File: src/rtl/prog_load_run_ctrl.sv
// prog_load_run_ctrl
// Sequencer for one RISC-V core sharing an instruction/data BRAM. Streams a program image from
// a host word stream into BRAM port A, holds the core in reset for RST_HOLD cycles, then hands
// port A to the core and watches for a store to DONE_ADDR (completion) or a cycle-budget timeout.
//
// Ports:
//   clk_i           single clock
//   rst_ni          synchronous active-low reset
//   start_i         one-cycle start pulse (honoured in IDLE/DONE/TOUT only)
//   load_len_i      words to load; 0 runs the preloaded image
//   s_valid_i/s_data_i/s_ready_o   host word stream
//   core_addr_i/core_wr_data_i/core_wr_en_i/core_rd_data_o   core data-memory port
//   bram_addr_o/bram_wr_data_o/bram_wr_en_o/bram_rd_data_i   BRAM port A
//   core_reset_o    registered active-high core reset
//   busy_o          LOAD, RELEASE or RUN
//   done_o/timeout_o  sticky status flags
//   cycle_count_o   RUN cycles elapsed (saturating)
//   result_o        data of the completing store
module prog_load_run_ctrl #(
    parameter int unsigned ADDR_WIDTH = 10,
    parameter int unsigned DATA_WIDTH = 32,
    parameter int unsigned NB_COL = 4,
    parameter logic [ADDR_WIDTH-1:0] DONE_ADDR = 10'h3FF,
    parameter int unsigned RST_HOLD = 8,
    parameter int unsigned TIMEOUT_CYCLES = 2**24,
    parameter int unsigned CYC_W = 32
) (
    input  logic                  clk_i,
    input  logic                  rst_ni,
    input  logic                  start_i,
    input  logic [ADDR_WIDTH:0]   load_len_i,
    input  logic                  s_valid_i,
    input  logic [DATA_WIDTH-1:0] s_data_i,
    output logic                  s_ready_o,
    input  logic [13:0]           core_addr_i,
    input  logic [DATA_WIDTH-1:0] core_wr_data_i,
    input  logic [NB_COL-1:0]     core_wr_en_i,
    output logic [DATA_WIDTH-1:0] core_rd_data_o,
    output logic [ADDR_WIDTH-1:0] bram_addr_o,
    output logic [DATA_WIDTH-1:0] bram_wr_data_o,
    output logic [NB_COL-1:0]     bram_wr_en_o,
    input  logic [DATA_WIDTH-1:0] bram_rd_data_i,
    output logic                  core_reset_o,
    output logic                  busy_o,
    output logic                  done_o,
    output logic                  timeout_o,
    output logic [CYC_W-1:0]      cycle_count_o,
    output logic [DATA_WIDTH-1:0] result_o
);

    localparam int unsigned LEN_W  = ADDR_WIDTH + 1;
    localparam int unsigned HOLD_W = $clog2(RST_HOLD + 1);
    localparam logic [LEN_W-1:0] MEM_WORDS = LEN_W'(2**ADDR_WIDTH);

    localparam logic [2:0] ST_IDLE    = 3'd0;
    localparam logic [2:0] ST_LOAD    = 3'd1;
    localparam logic [2:0] ST_RELEASE = 3'd2;
    localparam logic [2:0] ST_RUN     = 3'd3;
    localparam logic [2:0] ST_DONE    = 3'd4;
    localparam logic [2:0] ST_TOUT    = 3'd5;

    logic [2:0]            state_q, state_d;
    logic [LEN_W-1:0]      ptr_q, ptr_d;
    logic [LEN_W-1:0]      len_q, len_d;
    logic [HOLD_W-1:0]     hold_q, hold_d;
    logic                  core_reset_q, core_reset_d;
    logic                  done_q, done_d;
    logic                  timeout_q, timeout_d;
    logic [CYC_W-1:0]      cyc_q, cyc_d;
    logic [DATA_WIDTH-1:0] result_q, result_d;

    logic                  beat;
    logic                  complete;
    logic [CYC_W-1:0]      cyc_inc;
    logic [LEN_W-1:0]      len_clamped;
    logic                  unused_addr_hi;

    assign unused_addr_hi = ^core_addr_i[13:ADDR_WIDTH];

    assign beat        = (state_q == ST_LOAD) && s_valid_i;
    assign complete    = (core_wr_en_i != '0) && (core_addr_i[ADDR_WIDTH-1:0] == DONE_ADDR);
    assign cyc_inc     = (cyc_q == '1) ? cyc_q : cyc_q + CYC_W'(1);
    assign len_clamped = (load_len_i > MEM_WORDS) ? MEM_WORDS : load_len_i;

    always_comb begin
        state_d   = state_q;
        ptr_d     = ptr_q;
        len_d     = len_q;
        hold_d    = hold_q;
        done_d    = done_q;
        timeout_d = timeout_q;
        cyc_d     = cyc_q;
        result_d  = result_q;
        case (state_q)
            ST_IDLE, ST_DONE, ST_TOUT: begin
                if (start_i) begin
                    done_d    = 1'b0;
                    timeout_d = 1'b0;
                    cyc_d     = '0;
                    result_d  = '0;
                    ptr_d     = '0;
                    hold_d    = '0;
                    len_d     = len_clamped;
                    state_d   = (load_len_i == '0) ? ST_RELEASE : ST_LOAD;
                end
            end
            ST_LOAD: begin
                if (beat) begin
                    ptr_d = ptr_q + LEN_W'(1);
                    if (ptr_q == len_q - LEN_W'(1)) begin
                        hold_d  = '0;
                        state_d = ST_RELEASE;
                    end
                end
            end
            ST_RELEASE: begin
                if (hold_q == HOLD_W'(RST_HOLD - 1)) begin
                    state_d = ST_RUN;
                end else begin
                    hold_d = hold_q + HOLD_W'(1);
                end
            end
            ST_RUN: begin
                cyc_d = cyc_inc;
                // Completion takes priority over a coincident timeout.
                if (complete) begin
                    result_d = core_wr_data_i;
                    done_d   = 1'b1;
                    state_d  = ST_DONE;
                end else if (cyc_inc == CYC_W'(TIMEOUT_CYCLES)) begin
                    timeout_d = 1'b1;
                    state_d   = ST_TOUT;
                end
            end
            default: state_d = ST_IDLE;
        endcase
    end

    // Core runs only while RUN is the registered state, so reset drops on the first RUN cycle.
    assign core_reset_d = (state_d != ST_RUN);

    always_comb begin
        bram_addr_o    = '0;
        bram_wr_data_o = '0;
        bram_wr_en_o   = '0;
        case (state_q)
            ST_LOAD: begin
                bram_addr_o    = ptr_q[ADDR_WIDTH-1:0];
                bram_wr_data_o = s_data_i;
                bram_wr_en_o   = beat ? '1 : '0;
            end
            ST_RUN: begin
                bram_addr_o    = core_addr_i[ADDR_WIDTH-1:0];
                bram_wr_data_o = core_wr_data_i;
                bram_wr_en_o   = core_wr_en_i;
            end
            default: ;
        endcase
        if (!rst_ni) begin
            bram_wr_en_o = '0;
        end
    end

    always_ff @(posedge clk_i) begin
        if (!rst_ni) begin
            state_q      <= ST_IDLE;
            ptr_q        <= '0;
            len_q        <= '0;
            hold_q       <= '0;
            core_reset_q <= 1'b1;
            done_q       <= 1'b0;
            timeout_q    <= 1'b0;
            cyc_q        <= '0;
            result_q     <= '0;
        end else begin
            state_q      <= state_d;
            ptr_q        <= ptr_d;
            len_q        <= len_d;
            hold_q       <= hold_d;
            core_reset_q <= core_reset_d;
            done_q       <= done_d;
            timeout_q    <= timeout_d;
            cyc_q        <= cyc_d;
            result_q     <= result_d;
        end
    end

    assign s_ready_o      = (state_q == ST_LOAD);
    assign busy_o         = (state_q == ST_LOAD) || (state_q == ST_RELEASE) || (state_q == ST_RUN);
    assign core_reset_o   = core_reset_q;
    assign done_o         = done_q;
    assign timeout_o      = timeout_q;
    assign cycle_count_o  = cyc_q;
    assign result_o       = result_q;
    assign core_rd_data_o = bram_rd_data_i;

endmodule

File: config.mk
export PLATFORM = sky130hd
export DESIGN_NAME = prog_load_run_ctrl
export DESIGN_NICKNAME = d
export VERILOG_FILES = /design/src/rtl/prog_load_run_ctrl.sv
export SDC_FILE = /design/constraint.sdc
export NUM_CORES = 1
export LEC_CHECK = 0
export CAP_MARGIN = 15
export CORE_UTILIZATION = 46
export DETAILED_ROUTE_END_ITERATION = 8
export HOLD_SLACK_MARGIN = 0.1
export PLACE_DENSITY_LB_ADDON = 0.2
export SETUP_SLACK_MARGIN = 0.4
export SLEW_MARGIN = 30
export SYNTH_ARGS = -nofsm -noshare
export SYNTH_HDL_FRONTEND = slang
export SYNTH_SLANG_ARGS = --single-unit
File: constraint.sdc
create_clock -name clk_i -period 8.95 [get_ports clk_i]
set_input_delay 2.685 -clock clk_i [delete_from_list [all_inputs] [get_ports clk_i]]
set_output_delay 2.685 -clock clk_i [all_outputs]
set_load 0.01 [all_outputs]
After elaboration in Yosys (flattened, before gate mapping)
Index checks and enable logic that the tools add are counted.
Storage, ports and cells
  register bits: 96
  input port bits: 129
  output and inout bits: 147
  logic and storage cells: 82
Operators by class
  $add $sub $neg: 4
  $lt $le $gt $ge: 1
  eq/ne operators: 18
  mux-type cells: 33
  reductions and logical operators: 17
Operator list (number)
  32-bit case mux with 2 select lines: 3
  32-bit two-way mux: 3
  11-bit two-way mux: 3
  32-bit by 1-bit adder with 32-bit output (second input constant): 1
  32-bit by 25-bit equality test with 1-bit output (second input constant): 1
  32-bit equality test (second input constant): 1
  4-bit two-way mux: 6
  11-bit case mux with 2 select lines: 1
  10-bit case mux with 2 select lines: 1
  3-bit two-way mux: 6
  3-bit case mux with 4 select lines: 1
  4-bit case mux with 3 select lines: 1
  11-bit by 1-bit adder with 11-bit output (second input constant): 1
  11-bit equality test: 1
  11-bit greater-than comparator (second input constant): 1
  11-bit zero test: 1
  11-bit by 1-bit subtractor with 11-bit output (second input constant): 1
  10-bit equality test (second input constant): 1
  2-bit inequality test (second input constant): 5
  4-bit case mux with 2 select lines: 1
  3-bit by 2-bit equality test with 1-bit output (second input constant): 2
  3-bit equality test (second input constant): 2
  3-bit AND reduction: 2
  5-bit AND reduction: 1
  17 further kinds: 26

Depth between registers and ports, before layout
  depth in word-level cells: 7
  gate-level depth with buffers: 11
  mapped depth without buffers: 10

Worst setup path after synthesis
Ideal clock, no wire load.
  kind: input -> output
  start point: input s_valid_i
  end point: output bram_wr_en_o[0]
  arrival: 2.989 ns
  data required time: 6.265 ns
  path slack: 3.276 ns
  stages on the path: 2
  buffers on the path: 0
  cells stage by stage: nand2b_1 a21oi_1
On the way
  word-level cells in the longest chain between the ends: 4
RTL lines
  from (decl): RTL line 32  | input logic s_valid_i,
  1-bit logical AND: RTL line 80  | assign beat = (state_q == ST_LOAD) && s_valid_i;
  4-bit two-way mux: RTL line 150  | bram_wr_en_o = beat ? '1 : '0;
  4-bit case mux with 2 select lines: RTL line 146  | case (state_q)
  4-bit two-way mux: RTL line 159  | if (!rst_ni) begin
  to (decl): RTL line 41  | output logic [NB_COL-1:0] bram_wr_en_o,
Every way passes these cells.

Worst setup path after layout
  start point: input rst_ni
  end point: output bram_wr_en_o[2]
On the way
  word-level cells in the longest chain between the ends: 1
RTL lines
  from (decl): RTL line 29  | input logic rst_ni,
  4-bit two-way mux: RTL line 159
Every way passes these cells.

==> impl_metrics.ini <==
[worst_hold_path]
min_to = result_o[19]$_SDFFE_PN0P_
hp-class = register to register
holdCritStartpoint = result_o[19]$_SDFFE_PN0P_
hold_path_depth = 2

[critical_path]
worstPathArrival_ns = 4.26
worstSetupStartpointType = input port
r2r_cells = 9
crit_fanout = 14
rrSetupSlack_ns = 4.69
r2r_start = cycle_count_o[0]$_SDFFE_PN0P_
critPathKind = input port to output pin
crit_required_ns = 6.27
worstSetupEndpointType = output pin
worstReg2RegEnd = state_q[1]$_SDFF_PN0_

[clock_tree]
cts_sinks = 96
numCtsBuffers = 9
clk_pin_slew_ns = 0.07
cts.repair.resized = 0
cts_buffer_depth = 2
cts_htree_levels = 3
clkLatencyLatePin_ns = 0.35
post-cts-setup-buffer-count = 0
cts-root-buf = clkbuf_16
cts_tree = built
cts_hold_buf = 0

[floorplan]
start_util_pct = 47.37
pin_count = 276
die_area_um2 = 13560
core_um2 = 12720
rows = 41
die_width_um = 116.5
die_y_um = 116.5

[logic_synthesis]
yosysTopAreaCell = dfxtp_1
yosysMostFrequentCell = nand2_1
async_flop_share_pct = 0
synth_edf_count = 0
ys_warn_count = 0
ys_ff_latch = 96
synth_top_area_share_pct = 31.89
ys_top_cells_by_count = nand2_1, dfxtp_1, a21oi_1
synth.distinct_cells = 64
synth_flop_cell = dfxtp_1
avgSynthCellArea_um2 = 7.515
synth_area_leaders = dfxtp_1, a22o_1, nand2_1, a21oi_1, nand3_1
synth.yosys.seq_area_share_pct = 31.89
synth.cell_area_um2 = 6027
syn_inst = 802
syn-num-nets = 935

[global_routing]
grt_pass1_vias = 5861
antenna_found_initial = 0
grt_max_degree = 85
overflow = 0
grt_pass1_wl_um = 29840
grt_usage_pct = 28.06

[finish]
fin_area_um2 = 8173
fin_cells = 1109
fin_nets = 1065
syn_to_final_growth_pct = 35.60
diodes = 0
drive_gt1_share_pct = 4.269

[timing]
setup_violations = 0
fmax_mhz = 143.9
finalHoldViolations = 0
worst_pin_slew_ns = 0.8898
slew_headroom_pct = 40.46
rsz0062_at_grt = false
timing.setup.tns_ns = 0
final.min_clock_period_ns = 6.947
fin_skew_ns = 0.007654
drv_slew = 0
fin_crit_sh_pct = 77.62

[pwr]
leakage_nw = 2.790
power_uw = 961.7
p_per_area_nw_per_um2 = 117.7
vdd_drop_max_mv = 0.09731

[route]
wirelength_um = 19630
first_pass_iters = 5
drtIter0Drc = 485
wire_per_inst_um = 17.70
via_per_inst = 5.945
drc = 0
drt.antenna.violating_nets = 0
num_vias = 6593

[outcome]
outcome = complete, no violations

[placement]
place_congestion = 0.9640
placed_area_um2 = 7888
placedCellCount = 1093
io_buffers = 207
dp_hpwl_um = 13720

[run]
drv_cap = 0
[per-stage QoR]
stage / utilization [%] / worst slack (ns) / hold slack, ns
final: 64.24 / 2.003 / 0.4516
after global routing: 64.24 / 1.919 / 0.4683
after CTS: 64.24 / 2.018 / 0.4512
after detailed placement: 62.00 / 2.015 / 0.4421
after global placement: 62.00 / 2.025 / 0.4373
after floorplan: - / 3.276 / 0.4481
[critical path, stage by stage]
cell and delay [ns]:
clkdlybuf4s50_1 0.45, buf_4 0.24, nand2_1 0.17, a21oi_1 0.16, clkdlybuf4s50_1 0.55
[placed cells by master (no fill, tap or decap), drive strengths merged, types with 11 or more instances in the layout]
master	instances
dfxtp	96
nor2	60
nor3	26
nand2	101
xor2	14
xnor2	16
nand3	60
clkdlybuf4s50	207
o21ai	27
nor4	13
nand4	25
a21oi	74
a31oi	11
a22o	50
and3	11
clkbuf	13
[cells by family after synthesis]
group                    count (synthesis)  synth area share (%)
AO/OA/AOI/OAI                          213                 24.04
XOR/XNOR                                30                 4.360
adder cells (fa/ha/maj)                  4                0.8304
buffers and inverters                  101                 8.407
flip-flops                              96                 31.89
multiplexers                             5                0.8512
AND/OR/NAND/NOR                        353                 29.62
[routing by layer]
layer | up-vias | global-route usage (%) | share of wire [%]
li1 | 3186 | - | -
met1 | 3101 | 37.53 | 44
met2 | 277 | 45.64 | 47
met3 | 29 | 5.656 | 7.0
met4 | 0 | 8.120 | 1.4
met5 | - | 0 | 0
[worst max-delay path by stage]
stage / from / end / slack (ns) / depth (start not counted)
2_1_floorplan: s_valid_i / bram_wr_en_o[0] / 3.28 / 2
3_3_place_gp: rst_ni / bram_wr_en_o[1] / 2.03 / 5
3_5_place_dp: rst_ni / bram_wr_en_o[2] / 2.01 / 5
4_1_cts: rst_ni / bram_wr_en_o[1] / 2.02 / 5
5_1_grt: rst_ni / bram_wr_en_o[1] / 1.92 / 5
6_report: rst_ni / bram_wr_en_o[2] / 2.00 / 5
[state kept, by name (all words and copies together), names as in the netlist]
name and flops:
cycle_count_o 32, result_o 32, len_q 11, ptr_q 11, hold_q 4, state_q 3, core_reset_o 1, done_o 1
timeout_o 1
[power by group]
part | total, mW | switching, mW | internal [mW]
registers | 0.435 | 0.00474 | 0.430
logic | 0.151 | 0.0716 | 0.0792
clock network | 0.376 | 0.171 | 0.206
[cell type report]
type	count	area (um2)
clock inverters	3	25.02
clock buffers	13	260.3
repair buffers	213	2117
well taps	172	215.2
fillers	1171	4549
flip-flops and latches	96	1922
multi-input cells	605	3607
inverters	7	26.28
(Power assumes the default switching activity.)
